**src/rtl/ram_port_arbiter_pkg.sv**
```systemverilog
// Shared definitions for the coefficient-RAM port arbiter.
// Holds the client ids, the arbiter FSM state encoding, the default RAM
// geometry and a small one-hot helper used by the arbiter and its picker.
package ram_port_arbiter_pkg;

  localparam int N_REQ  = 4;
  localparam int ID_W   = 2;
  localparam int AW_DEF = 8;
  localparam int DW_DEF = 96;   // 8 coefficients x 12 bits

  localparam logic [ID_W-1:0] CLI_CODER = 2'd0;
  localparam logic [ID_W-1:0] CLI_NTT   = 2'd1;
  localparam logic [ID_W-1:0] CLI_AGEN  = 2'd2;
  localparam logic [ID_W-1:0] CLI_CBD   = 2'd3;

  typedef enum logic [1:0] {
    IDLE  = 2'd0,
    GRANT = 2'd1,
    DRAIN = 2'd2
  } state_t;

  function automatic logic [N_REQ-1:0] id_onehot(input logic [ID_W-1:0] id);
    logic [N_REQ-1:0] one;
    one = {{(N_REQ-1){1'b0}}, 1'b1};
    return one << id;
  endfunction

endpackage

```
**src/rtl/ram_port_arbiter_rr_picker.sv**
```systemverilog
// Combinational round-robin selector.
// Ports:
//   req        - per-client request vector
//   last_owner - id of the most recent owner; scanning starts one above it
//   winner     - first requester found scanning (last_owner+1) mod N upward
//   any        - at least one request is pending
module rr_picker
  import ram_port_arbiter_pkg::*;
(
  input  logic [N_REQ-1:0] req,
  input  logic [ID_W-1:0]  last_owner,
  output logic [ID_W-1:0]  winner,
  output logic             any
);

  logic [ID_W-1:0] idx;

  // Scan from the farthest candidate back to the nearest so the nearest
  // requester after last_owner is the one left in winner. Offset N wraps to
  // last_owner itself, which therefore has the lowest priority.
  always_comb begin
    winner = last_owner;
    idx    = '0;
    any    = |req;
    for (int i = N_REQ; i >= 1; i--) begin
      idx = last_owner + ID_W'(i);
      if (req[idx]) winner = idx;
    end
  end

endmodule

```
**src/rtl/ram_port_arbiter.sv**
```systemverilog
// Arbiter for the single shared coefficient RAM between four datapath
// clients (coder, NTT/add-sub core, A generator, CBD generator).
//
// Handshake: a client raises req and holds it for its whole burst. gnt
// (registered, one-hot) rises the cycle after the client wins. An access is
// accepted in every cycle where both req and gnt are high for that client;
// the cycle in which req drops is not an access. After a release the FSM
// spends one DRAIN cycle with no grant before the next owner is granted.
//
// Ports:
//   clk, rst            - clock, synchronous active-low reset
//   req/gnt             - per-client request / one-hot grant
//   wen/ren             - per-client write / read strobes
//   waddr/raddr/wdata   - flattened per-client buses, client i at [i*W +: W]
//   ram_*               - RAM side: write port, read address, read data
//   rdata/rdata_valid   - read data to all clients, one-hot valid
//   owner               - current or last owner id
//   busy                - FSM in GRANT or DRAIN
//   viol                - sticky: a non-granted client strobed wen/ren
//   state               - FSM state, for debug
module ram_port_arbiter
  import ram_port_arbiter_pkg::*;
#(
  parameter int AW = AW_DEF,
  parameter int DW = DW_DEF
) (
  input  logic                clk,
  input  logic                rst,
  input  logic [N_REQ-1:0]    req,
  output logic [N_REQ-1:0]    gnt,
  input  logic [N_REQ-1:0]    wen,
  input  logic [N_REQ-1:0]    ren,
  input  logic [N_REQ*AW-1:0] waddr,
  input  logic [N_REQ*AW-1:0] raddr,
  input  logic [N_REQ*DW-1:0] wdata,
  output logic                ram_wen,
  output logic [AW-1:0]       ram_waddr,
  output logic [DW-1:0]       ram_wdata,
  output logic [AW-1:0]       ram_raddr,
  input  logic [DW-1:0]       ram_rdata,
  output logic [DW-1:0]       rdata,
  output logic [N_REQ-1:0]    rdata_valid,
  output logic [ID_W-1:0]     owner,
  output logic                busy,
  output logic                viol,
  output state_t              state
);

  state_t           state_q, state_d;
  logic [N_REQ-1:0] gnt_q, gnt_d;
  logic [ID_W-1:0]  owner_q, owner_d;
  logic [N_REQ-1:0] rv_q, rv_d;
  logic             viol_q, viol_d;

  logic [ID_W-1:0]  winner;
  logic             any;
  logic             acc;
  logic             rd;

  rr_picker u_picker (
    .req        (req),
    .last_owner (owner_q),
    .winner     (winner),
    .any        (any)
  );

  // State register
  always_ff @(posedge clk) begin
    if (!rst) begin
      state_q <= IDLE;
      gnt_q   <= '0;
      owner_q <= CLI_CBD;   // so client 0 wins the first tie
      rv_q    <= '0;
      viol_q  <= 1'b0;
    end else begin
      state_q <= state_d;
      gnt_q   <= gnt_d;
      owner_q <= owner_d;
      rv_q    <= rv_d;
      viol_q  <= viol_d;
    end
  end

  // Next-state logic; arbitration runs only in IDLE and DRAIN, so an owner
  // is never preempted.
  always_comb begin
    state_d = state_q;
    owner_d = owner_q;
    case (state_q)
      IDLE: begin
        if (any) begin
          state_d = GRANT;
          owner_d = winner;
        end
      end
      GRANT: begin
        if (!req[owner_q]) state_d = DRAIN;
      end
      DRAIN: begin
        if (any) begin
          state_d = GRANT;
          owner_d = winner;
        end else begin
          state_d = IDLE;
        end
      end
      default: state_d = IDLE;
    endcase
  end

  // Outputs and next values of the registered outputs
  always_comb begin
    acc       = gnt_q[owner_q] & req[owner_q];
    rd        = acc & ren[owner_q];
    ram_wen   = acc & wen[owner_q];
    ram_waddr = acc ? waddr[owner_q*AW +: AW] : '0;
    ram_wdata = acc ? wdata[owner_q*DW +: DW] : '0;
    ram_raddr = acc ? raddr[owner_q*AW +: AW] : '0;
    gnt_d     = (state_d == GRANT) ? id_onehot(owner_d) : '0;
    // RAM answers one cycle later; tag the returning word with the reader.
    rv_d      = rd ? id_onehot(owner_q) : '0;
    viol_d    = viol_q | (|((wen | ren) & ~gnt_q));
  end

  assign gnt         = gnt_q;
  assign rdata       = ram_rdata;
  assign rdata_valid = rv_q;
  assign owner       = owner_q;
  assign busy        = (state_q != IDLE);
  assign viol        = viol_q;
  assign state       = state_q;

endmodule

```
**config.mk**
```make
export PLATFORM = sky130hd
export DESIGN_NAME = ram_port_arbiter
export DESIGN_NICKNAME = d
export VERILOG_FILES = /design/src/rtl/ram_port_arbiter_pkg.sv /design/src/rtl/ram_port_arbiter_rr_picker.sv /design/src/rtl/ram_port_arbiter.sv
export SDC_FILE = /design/constraint.sdc
export NUM_CORES = 1
export LEC_CHECK = 0
export ABC_CLOCK_PERIOD_IN_PS = 5150
export BUFFER_PORTS_ARGS = -buffer_cell sky130_fd_sc_hd__buf_4
export CORE_AREA = 5 5 298 300
export CTS_BUF_LIST = sky130_fd_sc_hd__clkbuf_8
export CTS_CLUSTER_SIZE = 28
export DETAILED_ROUTE_END_ITERATION = 8
export DIE_AREA = 0 0 303 305
export PLACE_DENSITY_LB_ADDON = 0.25
export SETUP_SLACK_MARGIN = 0.2
export SLEW_MARGIN = 30
export SYNTH_ARGS = -nofsm -noshare
export SYNTH_HDL_FRONTEND = slang
export SYNTH_HIERARCHICAL = 1
export SYNTH_SLANG_ARGS = --single-unit
```
**constraint.sdc**
```tcl
create_clock -name clk -period 5.15 [get_ports clk]
set_input_delay 1.03 -clock clk [delete_from_list [all_inputs] [get_ports clk]]
set_output_delay 1.03 -clock clk [all_outputs]
set_load 0.03 [all_outputs]
```
# Word level (Yosys, flattened, before mapping)
# Index checks and enable logic that the tools add are counted.
[totals]
regBits = 13
word_cells = 61
[op_classes]
magnitude_cmp = 4
n_bitwise = 7
n_addsub = 3
n_mux = 26
n_mul = 1
eq_ne = 3
n_shift = 5
n_reduce_logical = 7
[ops]
columns = ["operator", "count"]
rows = [
  ["384-bit by 10-bit indexed part select with 96-bit output", 1],
  ["96-bit 2-to-1 mux", 1],
  ["32-bit by 6-bit indexed part select with 8-bit output", 2],
  ["8-bit 2-to-1 mux", 2],
  ["1-bit binary-select mux with 2-bit select", 7],
  ["2-bit 2-to-1 mux", 7],
  ["2-bit by 3-bit less-than comparator with 1-bit output, second input constant", 4],
  ["1-bit 2-to-1 mux", 8],
  ["4-bit OR reduction", 2],
  ["1-bit by 2-bit << shifter with 4-bit output, first input constant", 2],
  ["2-bit case mux with 3 select lines", 1],
  ["2-bit adder, second input constant", 2],
  ["4-bit AND", 1],
  ["2-bit by 1-bit == test with 1-bit output, second input constant", 2],
  ["2-bit by 2-bit multiplier with 4-bit output, second input constant", 1],
  ["4-bit NOT", 1],
  ["4-bit bitwise OR", 1],
  ["2-bit AND reduction", 2],
  ["1-bit AND", 3],
  ["2-bit by 1-bit adder with 2-bit output, second input constant", 1],
  ["2-bit == test, second input constant", 1],
  ["2-bit logical NOT", 1],
  ["2-bit nonzero test", 1],
  ["2-bit OR reduction", 1],
  ["1-bit bitwise OR", 1],
]

# Longest topological paths before layout
# Gate-level depths: netlist of run 1.
[logic_depth]
depth_word = 9
ltp_mapped = 6

# Hierarchy
# Netlist of run 1, hierarchy kept.
[by_module_without_submodules]
columns = ["module", "instances", "seq_area_each_um2", "cells_per_inst", "area_each_um2"]
rows = [
  ["ram_port_arbiter", 1, 260.2, 433, 4983.5],
  ["rr_picker", 1, 0.0, 14, 72.6],
]

# Worst setup path after synthesis of run 1
# OpenSTA, ideal clock, no wires.
[synth_timing]
path_type = "input to output"
start = "input req[2]"
end = "output ram_raddr[0]"
arrival_ps = 1984
cell_stages = 5
required_time_ps = 4120
setup_slack_ps = 2136
path_buffers = 2
path_cell_list = "mux2i_1 > mux2i_4 > buf_12 > buf_2 > and3_1"
[synth_between]
elab_chain_cells = 4
[synth_rtl]
columns = ["element", "line_no", "text"]
rows = [
  ["from (decl)", "ram_port_arbiter.sv:29", "input logic [N_REQ-1:0] req,"],
  ["1-bit binary-select mux with 2-bit select", "--", ""],
  ["1-bit 2-to-1 mux (implied by the code)", "ram_port_arbiter.sv:113", "acc = gnt_q[owner_q] & req[owner_q];"],
  ["1-bit AND", "ram_port_arbiter.sv:113", ""],
  ["8-bit 2-to-1 mux", "ram_port_arbiter.sv:118", "ram_raddr = acc ? raddr[owner_q*AW +: AW] : '0;"],
  ["to (decl)", "ram_port_arbiter.sv:39", "output logic [AW-1:0] ram_raddr,"],
]
# Every way passes these cells. The select of a mux whose other input is x is not followed.

# Final worst setup path of run 1
[layout_timing]
start = "register owner_q[0], in the netlist owner[0]"
end = "output ram_wdata[30]"
[layout_between]
elab_chain_cells = 4
word_cells_on_any_way = 8
cone_classes = "1 x mul; 1 x shift; 5 x mux; 1 x bitwise"
[layout_rtl]
columns = ["element", "line_no", "text"]
rows = [
  ["from (decl)", "ram_port_arbiter.sv:51", "logic [ID_W-1:0] owner_q, owner_d;"],
  ["from (signal assigned)", "ram_port_arbiter.sv:78", "owner_q <= owner_d;"],
  ["parallel branches: the longest is 3 deep, another holds 2-bit by 2-bit multiplier with 4-bit output", "--", ""],
  ["96-bit 2-to-1 mux *", "ram_port_arbiter.sv:117", "ram_wdata = acc ? wdata[owner_q*DW +: DW] : '0;"],
  ["to (decl)", "ram_port_arbiter.sv:38", "output logic [DW-1:0] ram_wdata,"],
]
# Every way passes the cells marked *. The select of a mux whose other input is x is not followed.

==> results.txt, run 1 <==
* Total standard cell area after synthesis: 5056 um2
- Clock-pin slew was measured on the worst setup and hold paths at 60 ps.
* Post-Route Skew: 6.369 ps
* Area contributors post-synth: mux4_2, buf_4, and3_1
* Beginning of the worst register-to-register path: owner[1]$_SDFF_PN1_
* Post-Synthesis Mean Instance Area: 11.31 um2
- Average wire per standard cell: 18.43 um
- Critical Path Max Stage Delay: 970 ps
- The share of synthesized area in the top cell type comes to 0.4944.
- TritonCTS built the clock tree.
- After detailed routing, the number of remaining DRC violations is 0.
- mux4_2 takes more of the synthesized area than any other cell.
- Traced cell by cell, the critical path runs through mux4_4, buf_12, buf_12, and3_1, buf_4.
- Die height: 305 um
- Starting density of the core: 0.05883
* Class of the tightest hold or removal check: register to register
- After the first detailed-routing iteration, the DRC count stood at 385.
- Commonest non-fill, non-tap cell in the layout: buf_4
- Die ar.: 92,420 um2
- Leakage power total: 4.738 nW
- Signal routing reaches up to met5.
- Entering global routing, the biggest net connects 70 pins.
- Buf+Inv Stages, Crit Path: 3
- In this run the worst setup path terminates at ram_wdata[30].
* Distinct cells, synth: 38
- The cell that appears most often on the critical path is buf_12.
- The finished cells cover 9942 um2.
* Crit path max-delay family: multiplexers
- Setup repair after global routing left no endpoint under its margin.
- CTS placed an instance of clkbuf_8 at the clock tree root.
* Total of flip-flops plus latches after synthesis: 13
* Total power consumption of the routed design: 1.449 mW
- In this run, post-CTS repair resized a total of 0 instances.
* Floorplan Core Area: 85,940 um2
* Hold Violations, Final: 0
* Run status: complete, no violations
* Number of sinks on the clock net: 13
- The worst register-to-register path has a setup slack of 2670 ps.
* I/O pin cnt: 781
* Most frequent cells in the layout: buf_4, and3_1, mux4_2
* Clock network latency to the later pin of the worst-skew pair: 240 ps
* Post-cts hold buffer count: 0
* Power per unit of standard cell area: 145.7 nW/um2
* H-tree depth: 1
- Row Count: 108
- Final cycle utilization of the critical path: 0.7451
- Initial antenna violation count: 11
* Number of nets produced by synthesis: 1,005
- The placed instances occupy a cell area of 9891 um2.
* VDD IR-drop max: 0.1143 mV
- Final setup vio count: 0
- CP startpoint: owner[0]$_SDFF_PN1_
- Compared with the post-synthesis result, the final layout area differs by 96.63%.
- Wire segments on met3 add up to 3824 um in the final route.
- Max-cap violations: 0
* Drt first pass iters: 4
- Count of antenna-violating nets left after detailed routing: 0
- Final Net Count: 1,459
- The final route contains 5,966 vias.
- For the pin with the worst max-slew slack, the measured transition is 921.7 ps.
- In this run the worst path has a maximum fanout of 43.
- The critical path crosses 5 cells after its start point.
- Setup bufs post-CTS: 0
* Die boundary width: 303 um
- IO buf count: 588
- The via count of the first global-routing pass came to 6,732.
- The HPWL after detailed placement is 33,280 um.
- The worst pin sits at a relative slew slack of 0.3855.
* Global-route wire length before repair: 50,160 um
- Logic depth of the worst register-to-register path: 6
- In the final layout, the share of cells above drive strength 1 is 0.7989.
* Number of warnings reported in the yosys synthesis log: 6
- Period minus WS final: 3837 ps
* Critical register-to-register path endpoint: gnt[3]$_SDFF_PN0_
- In the global route stage, overall resource usage came out at 0.07450.
* Crit Path Class: register to output port
* WP data required: 4120 ps
- The final-report max-slew violation count came to 0.
- STA puts the critical path data arrival time at 2810 ps.
- Of the synthesized area, sequential elements account for 0.05147.
- Adding up every negative setup slack in the final design gives 0 ps.
* Synthesized netlist cell count: 447
* Master of the slowest instance on the critical path: mux4_4
- Using the TritonRoute via totals, the vias-per-cell ratio works out to 2.900.
- At the end of routability-driven placement, the weighted congestion stood at 0.8510.
- In the detailed route, the total length drawn on met2 is 18,900 um.
- Clock tree buffer depth: 2
* Met1 layer wirelength in the final routing: 13,740 um
- The worst setup path is captured at an output port.
- Derived from the worst setup path, the maximum achievable clock frequency is 260.6 MHz.
* Routed wire length: 37,920 um
- Buffers inserted during clock tree synthesis total 3.
- Overflow after GRT: 0
- Startpoint types: register
[logic make-up (layout without fill, tap and decap cells)]
kind of cell           count (synthesis)  in the layout  share of synthesized area
AND/OR/NAND/NOR                      151            151                     0.1804
multiplexers                         120            120                     0.5246
other                                  0              2                          0
flip-flops                            13             13                    0.05147
AO/OA/AOI/OAI                         12             12                    0.01584
buffers and inverters                151            604                     0.2277
[cell type report]
type,instances,area [um2]
Antenna cell,2,5.005
Clock buffer,3,41.29
Clock inverter,1,5.005
Fill cell,9963,76000
Inverter,3,11.26
Multi-Input combinational cell,283,3647
Sequential cell,13,267.8
Tap cell,1155,1445
Timing Repair Buffer,597,4519
[synthesized netlist by cell type, drive strengths merged]
library cell / n
o22a: 1
buf: 135
nand4b: 1
nor3: 4
or4b: 1
nor4: 1
o32a: 1
or2: 1
o21a: 1
a21oi: 3
a32oi: 1
a31oi: 2
nor2b: 1
o22ai: 2
and2: 1
nand3: 2
mux2i: 5
nand3b: 1
clkbuf: 13
nor4b: 1
and3: 113
nand2b: 3
mux2: 1
mux4: 114
nand2: 9
o21ai: 1
nand4bb: 1
nor2: 11
dfxtp: 13
inv: 3
[where the power goes]
part	total, mW	internal, mW	switching, mW	leakage (nW)
Sequential	0.143	0.110	0.0331	0.107
Combinational	1.21	0.644	0.570	4.61
Clock	0.0922	0.0534	0.0388	0.0255
Total	1.45	0.807	0.642	4.74
[per-layer routing]
metal  up-vias  global-route usage
met5         -                   0
met4         6             0.02697
met3        84             0.02313
met2       372              0.1314
met1      2903             0.08427
li1       2601                   -
[flip-flops by register name, summed over array words and instances (netlist names)]
| signal | flops |
|---|---|
| rdata_valid | 4 |
| owner | 2 |
| gnt | 4 |
| state | 2 |
| viol | 1 |
[how the worst min path moves through the flow]
stage,start,endpoint,slack (ps),depth (start not counted)
5_1_grt,state[1]$_SDFF_PN0_,state[1]$_SDFF_PN0_,560,1
3_5_place_dp,state[1]$_SDFF_PN0_,state[1]$_SDFF_PN0_,520,1
4_1_cts,state[1]$_SDFF_PN0_,state[1]$_SDFF_PN0_,540,1
2_1_floorplan,state[0]$_SDFF_PN0_,state[1]$_SDFF_PN0_,660,1
3_3_place_gp,state[1]$_SDFF_PN0_,state[1]$_SDFF_PN0_,510,1
6_report,state[1]$_SDFF_PN0_,state[1]$_SDFF_PN0_,530,1
[worst reg2reg max path, delay by kind of cell (launching register included)]
family                 cells  cell delay (ps)
buffers and inverters      1              680
and+or+nand+nor            1               90
AOI/OAI and AO/OA          3              870
DFF                        1              550
muxes                      1              220
[stage by stage]
step	util	hold slack, ps	cells	setup WS (ps)
after floorplan	-	656.7	447	2136
after global placement	0.1146	513.6	2049	1492
after detailed placement	0.1151	523.7	2051	1539
after CTS	0.1156	541.0	2055	1265
after global routing	0.1157	563.3	2056	1160
final	0.1157	528.4	2057	1313
Note: power is estimated with default switching activity, not from simulation.
==> inputs of run 2 (changes only) <==
--- a/config.mk
+++ b/config.mk
@@ -5,13 +5,14 @@
 export SDC_FILE = /design/constraint.sdc
 export NUM_CORES = 1
 export LEC_CHECK = 0
-export ABC_CLOCK_PERIOD_IN_PS = 5150
+export ABC_AREA = 1
+export ABC_CLOCK_PERIOD_IN_PS = 3100
 export BUFFER_PORTS_ARGS = -buffer_cell sky130_fd_sc_hd__buf_4
-export CORE_AREA = 5 5 298 300
+export CORE_AREA = 5 5 305 307
 export CTS_BUF_LIST = sky130_fd_sc_hd__clkbuf_8
 export CTS_CLUSTER_SIZE = 28
 export DETAILED_ROUTE_END_ITERATION = 8
-export DIE_AREA = 0 0 303 305
+export DIE_AREA = 0 0 310 312
 export PLACE_DENSITY_LB_ADDON = 0.25
 export SETUP_SLACK_MARGIN = 0.2
 export SLEW_MARGIN = 30
==> constraint.sdc (replaced) <==
create_clock -name clk -period 3.1 [get_ports clk]
set_input_delay 0.62 -clock clk [delete_from_list [all_inputs] [get_ports clk]]
set_output_delay 0.62 -clock clk [all_outputs]
set_load 0.03 [all_outputs]
==> run 2 against run 1 <==
Sequential power up 87%; critical path depth up 5; total power rose to 5.2 times the previous value; register-to-register slack worse by 1900 ps; hold slack worse by 45 ps; synthesized cell count up 150%; cell area up 10%; critical path type unchanged; critical endpoint is now ram_wdata[74]; highest routed layer unchanged.
==> results.txt, run 2 <==
- Overflow after GRT: 0
* Master of the slowest instance on the critical path: dfxtp_4
- Total number of vias: 9,003
* Number of synthesized flops with an enable pin: 0
- The worst register-to-register path ends at gnt[0]$_SDFF_PP0_.
* Starting density of the core: 0.06198
- Logic depth of the worst register-to-register path: 13
* VDD IR-drop max: 0.3050 mV
- Fill cells in the final layout number 10,730.
* Beginning of the worst register-to-register path: owner[0]$_SDFF_PN1_
- The critical path contains buffers and inverters numbering 5 combined.
- Setup violations remaining at the end of the flow were counted as 0.
- Crit Path Class: register to output port
- Commonest non-fill, non-tap cell in the layout: buf_4
* Number of warnings reported in the yosys synthesis log: 6
- Run status: complete, no violations
* DP Wirelength: 46,780 um
* Die ar.: 96,720 um2
- In the synthesized netlist, the number of instances is 1,105.
- The number of nets handed over by synthesis was 1,663.
- Max Slew Vio Count: 0
- At the pin with the least slew margin, the transition time is 701.9 ps.
* Global-route wire length before repair: 72,560 um
- The area growth from synthesis to layout is 96.58%.
- In the routed layout, each cell is associated on average with a via count of 3.282.
- In the final layout, the share of cells above drive strength 1 is 0.4606.
- Total of flip-flops plus latches after synthesis: 13
* Rel. slew slack: 0.5271
- Leakage power total: 4.803 nW
* Sort of element at the end of the critical path: output port
- Along the worst path, the maximum fanout reaches 22.
- Total standard cell area after synthesis: 5562 um2
- Gpl congestion: 0.8127
- Sum Neg Setup Slack: 0 ps
- Hold Violations, Final: 0
* Period minus WS final: 2765 ps
* Startpoint types: register
- Clock tree buffer depth: 2
- CTS tree: yes
- For this design the top-level I/O count stands at 781.
- Sequential element share of the synthesized area: 0.04679
* Crit path max-delay family: buffers and inverters
- By instance count, the leading cell after synthesis is nor2_1.
- A synthesized cell averages 5.033 um2.
- Post-cts hold buffer count: 0
- H-tree depth: 1
- Class of the tightest hold or removal check: register to register
- After detailed routing, the average wire length per cell comes to 20.00 um.
- Maximum clock frequency: 361.7 MHz
- Via count of the first global-routing pass: 9,316
- Post-Route Skew: 1.033 ps
- Once detail routing completed, the nets flagged for antenna violations numbered 0.
- The tool flagged a number of max-cap violations equal to 0.
- IO buf count: 588
- After detailed routing, the number of remaining DRC violations is 0.
* WHS: 483.7 ps
- After floorplanning, the core was divided into 110 placement rows.
* Most used cell along the critical path: buf_4
* Clock network latency to the later pin of the worst-skew pair: 260 ps
- Distinct cells, synth: 24
* Clock slew at reported path FFs: 70 ps
* Place WS: 65.65 ps
- The core region is 89,740 um2.
* Routed wire length: 54,870 um
* Final Net Count: 2,120
* Cells traversed along the worst timing path: buf_12, buf_4, nand2_1, nand3_1, nand2_4, nand2_8, buf_12, buf_4, a21oi_4, buf_4
- Dividing the final minimum period by the clock period gives 0.8918.
* Clk Tree Root Cell: clkbuf_8
- Origin of the worst min-delay path: viol$_SDFF_PN0_
- Proportion of synthesized flip-flops having asynchronous set or reset: 0
- Pin count of the biggest net entering global routing: 77
* Hold Path Stages: 2
- Synth top cells by count: nor2_1, o21ai_0, buf_4
* Most frequent cells in the layout: buf_4, nor2_1, o21ai_0
- Area contributors post-synth: nor2_1, o21ai_0, buf_4
- Across all register-to-register paths, the minimum setup slack is 740 ps.
- Power per unit of standard cell area: 694.4 nW/um2
- Data on the critical path is required at its endpoint by 2480 ps.
- Clock tree synthesis found a total of 13 sinks.
- 1st-iter DRT viols: 467
- Across every metal layer, demand over resource in global routing totals 0.1042.
* CP arrival: 2140 ps
- Buffers inserted during clock tree synthesis total 3.
- Die height: 312 um
- In the synthesized netlist the dominant register cell turns out to be dfxtp_1.
- Summed over all instances, the cell type with the most area after synthesis is nor2_1.
- Setup slack closes at 335.3 ps.
* Share of the synthesized area in the top cell type: 0.3125
- From left edge to right edge, the die measures 310 um.
- On the worst path, the slowest cell contributes a delay of 370 ps.
- Setup repair after global routing left no endpoint under its margin.
- The initial antenna violation count came to 22.
- The worst hold path terminates at viol$_SDFF_PN0_.
- Drt first pass iters: 7
==> run 2: changes by cell type after synthesis, sizes merged, moves of 19 or more <==
cell   change
inv       +23
mux4     -114
buf       +19
and3     -113
o21ai    +232
a21oi    +110
nor2     +453
nand2     +45
==> run 2: cell families after synthesis <==
kind of cell | Yosys count | synth area share
AOI/OAI and AO/OA | 347 | 0.3532
buffers and inverters | 211 | 0.2297
DFF | 13 | 0.04679
and+or+nand+nor | 534 | 0.3703
==> run 2: where the power goes <==
group	internal (mW)	switching, mW	leakage [nW]
sequential	0.216	0.0527	0.107
combinational	2.52	4.64	4.67
clock	0.0882	0.0793	0.0269
==> run 2: what timing repair did <==
item / CTS / global route
pin swaps: 3 / 0
cloned: 1 / 0
resized for setup: 6 / 2
setup endpoints to repair: 2 / 2
setup buffers: 6 / 0
==> run 2: final cells by class <==
cell class | instances | area [um2] | share of cell area
tap | 1176 | 1471 | 0.1346
sequential | 13 | 267.8 | 0.02449
inverter | 26 | 112.6 | 0.01030
multi-input combinational | 882 | 4073 | 0.3725
timing repair buffer | 636 | 4949 | 0.4526
antenna | 6 | 15.01 | 0.001373
clock inverter | 1 | 3.754 | 0.0003433
clock buffer | 3 | 41.29 | 0.003777
==> run 2: metrics by stage <==
stage                       util  total power, mW  area (um2)  cells
after global placement    0.1200            7.486       10770   2726
after floorplan                -            4.631        5562   1105
final                     0.1218            7.592       10930   2743
after global routing      0.1217            8.290       10920   2738
after detailed placement  0.1200            7.431       10770   2726
after CTS                 0.1215            7.785       10900   2737
==> run 2: worst max path at each step <==
stage,startpoint,endpoint,slack (ps),depth (start not counted)
2_1_floorplan,owner[0]$_SDFF_PN1_,ram_waddr[0],620,9
3_3_place_gp,owner[0]$_SDFF_PN1_,ram_wdata[54],-60,5
3_5_place_dp,owner[0]$_SDFF_PN1_,ram_wdata[54],70,7
4_1_cts,owner[0]$_SDFF_PN1_,ram_wdata[1],220,8
5_1_grt,owner[0]$_SDFF_PN1_,ram_wdata[37],200,8
6_report,owner[0]$_SDFF_PN1_,ram_wdata[74],340,10
==> run 2: worst reg2reg max path, delay by kind of cell (launching register included) <==
family | cells | cell delay (ps)
and+or+nand+nor | 7 | 570
buffers and inverters | 4 | 630
AOI/OAI and AO/OA | 2 | 710
DFF | 1 | 380
==> run 2: per-layer routing <==
metal,wire length (um),global-route usage,up-vias,part of all wire
li1,-,-,4399,-
met1,22640,0.1271,4002,0.41
met2,24930,0.1738,500,0.45
met3,5484,0.03840,88,0.10
met4,1720,0.02677,14,0.031
met5,90,0,-,0.0016
==> inputs of run 3 (changes only) <==
--- a/config.mk
+++ b/config.mk
@@ -8,11 +8,11 @@
 export ABC_AREA = 1
 export ABC_CLOCK_PERIOD_IN_PS = 3100
 export BUFFER_PORTS_ARGS = -buffer_cell sky130_fd_sc_hd__buf_4
-export CORE_AREA = 5 5 305 307
+export CORE_AREA = 4 4 304 306
 export CTS_BUF_LIST = sky130_fd_sc_hd__clkbuf_8
 export CTS_CLUSTER_SIZE = 28
 export DETAILED_ROUTE_END_ITERATION = 8
-export DIE_AREA = 0 0 310 312
+export DIE_AREA = 0 0 308 310
 export PLACE_DENSITY_LB_ADDON = 0.25
 export SETUP_SLACK_MARGIN = 0.2
 export SLEW_MARGIN = 30
==> run 3 against run 2 <==
Register-to-register slack gained 20 ps; fmax shrank 0.44%; sequential share of layout area grew 0.052 points; die area shrank 1.3%; utilization shrank 0.23 points; combinational power shrank 5.3%; hold slack gained 3.3 ps; largest power group unchanged; sequential cell count is the same; critical endpoint is now ram_wdata[53]; total power shrank 4.5%.
==> results.txt, run 3 (synthesis gave the netlist of run 2 again) <==
- I/O pin cnt: 781
- The largest individual stage delay along the critical path comes from the cell dfxtp_4.
- Most frequent cells in the layout: buf_4, nor2_1, o21ai_0
- On the final layout, the worst hold slack is 487.0 ps.
* Total routing resource utilization after global routing: 0.09956
- Number of remaining DRC errors: 0
* CP arrival: 2160 ps
- Via count of the first global-routing pass: 8,899
- Across the routed clock network, the largest skew measured is 0.8603 ps.
* Global-route wire length before repair: 68,650 um
* Post-cts hold buffer count: 0
- Average wire per standard cell: 19.16 um
- Rel. slew slack: 0.5400
* Max Slew Vio Count: 0
* Overflow after GRT: 0
- At the end of routability-driven placement, the weighted congestion stood at 0.7618.
- Num CTS Buffers: 3
- Final Net Count: 2,098
* CTS tree: yes
- Setup repair after global routing left no endpoint under its margin.
* Hold Path Stages: 2
* IO buf count: 588
* Sum Neg Setup Slack: 0 ps
- Critical register-to-register path endpoint: gnt[2]$_SDFF_PN0_
- Die ar.: 95,480 um2
- The floorplan has 110 rows.
- Startpoint types: register
- The critical path contains buffers and inverters numbering 3 combined.
- Setup violations remaining at the end of the flow were counted as 0.
* Hold Violations, Final: 0
* Worst-path fanout max: 55
- Drt first pass iters: 5
- Die boundary width: 308 um
- The longest clock path from root to sink contains 2 buffers.
* H-tree depth: 1
- Clock slew at reported path FFs: 60 ps
- Pin count of the biggest net entering global routing: 81
- Via-to-Cell Ratio: 3.223
- Leaving out fill and tap cells, the most frequent cell in the layout is buf_4.
* WP data required: 2480 ps
- CTS placed an instance of clkbuf_8 at the clock tree root.
- Floorplan Core Area: 89,600 um2
- STA classifies the critical path endpoint as an output port.
- The area growth from synthesis to layout is 92.51%.
* Routed wire length: 52,160 um
* Total number of vias: 8,774
- 1st-iter DRT viols: 519
- The design draws 7.249 mW.
- Beginning of the worst register-to-register path: owner[1]$_SDFF_PN1_
* Crit path max-delay family: buffers and inverters
- For the finished layout, the period the worst path requires is 2777 ps.
- Initial antenna violation count: 10
- For hold timing, the worst endpoint is viol$_SDFF_PN0_.
- The min-delay analysis places its worst path in the category register to register.
- Cells traversed along the worst timing path: buf_12, buf_12, nor2_1, nor2_1, o21ai_0, a21oi_2, buf_4
* Power per unit of standard cell area: 677.1 nW/um2
- Measured along the y axis, the die boundary spans 310 um.
- The number of cells on the worst reg-to-reg path is 13.
- Clock network latency to the later pin of the worst-skew pair: 250 ps
* Register-to-register path setup slack: 760 ps
- IR analysis of the VDD net gives a maximum drop of 0.4111 mV.
* Count of antenna-violating nets left after detailed routing: 0
- The HPWL after detailed placement is 44,390 um.
- The tool flagged a number of max-cap violations equal to 0.
- At the pin with the least slew margin, the transition time is 682.8 ps.
- Critical Path Max Stage Delay: 490 ps
* Final cycle utilization of the critical path: 0.8958
* Origin of the worst min-delay path: viol$_SDFF_PN0_
- Maximum clock frequency: 360.1 MHz
- Number of sinks on the clock net: 13
* Share of layout cells above drive strength 1: 0.4516
* Crit Path Class: register to output port
- Once the clock tree was built, the setup fixing pass inserted 0 buffers.
- Run status: complete, no violations
- Starting density of the core: 0.06207
* Leakage power total: 4.682 nW
-- run 3: worst max path at each step --
| stage | cells after the start | endpoint | slack (ps) | start |
|---|---|---|---|---|
| after floorplan | 9 | ram_waddr[0] | 620 | owner[0]$_SDFF_PN1_ |
| after CTS | 5 | ram_raddr[7] | 220 | owner[0]$_SDFF_PN1_ |
| final | 7 | ram_wdata[53] | 320 | owner[0]$_SDFF_PN1_ |
| after global routing | 7 | ram_wdata[53] | 210 | owner[0]$_SDFF_PN1_ |
| after global placement | 5 | ram_raddr[7] | 520 | owner[0]$_SDFF_PN1_ |
| after detailed placement | 5 | ram_raddr[7] | 510 | owner[0]$_SDFF_PN1_ |
-- run 3: final cells by class --
type | count | area (um2)
clock buffer | 3 | 41.29
timing repair buffer | 615 | 4755
fill | 10640 | 78890
tap | 1176 | 1471
antenna | 7 | 17.52
inverter | 26 | 112.6
multi-input combinational | 881 | 4038
sequential | 13 | 267.8
clock inverter | 1 | 3.754
-- run 3: power by group --
part / switching, mW / leakage (nW) / internal [mW]
Combinational: 4.45 / 4.55 / 2.32
Clock: 0.0728 / 0.0269 / 0.0877
Sequential: 0.0965 / 0.107 / 0.216
-- run 3: tightest hold or removal path: cells and delay by family, from the launching register on --
| kind | cells | cell delay [ps] |
|---|---|---|
| flip-flops | 1 | 330 |
| AND/OR/NAND/NOR | 2 | 120 |
-- run 3: through the flow --
stage	setup slack, ps	util	instance area (um2)	std cells
after floorplan	616.3	-	5562	1105
after CTS	215.3	0.1193	10690	2715
final	323.1	0.1195	10710	2722
after global placement	520.5	0.1188	10640	2711
after global routing	206.2	0.1193	10690	2716
after detailed placement	511.0	0.1188	10640	2711
-- run 3: layer usage --
layer,GRT usage,vias up,part of all wire
met5,0,-,0.00052
met4,0.01809,4,0.019
met3,0.03260,56,0.093
met2,0.1727,461,0.48
met1,0.1215,3897,0.41
li1,-,4356,-
-- run 3: what timing repair did --
item,CTS,global route
endpoints found under the setup margin,0,2
hold endpoints to repair,0,0
gates resized for setup,0,2
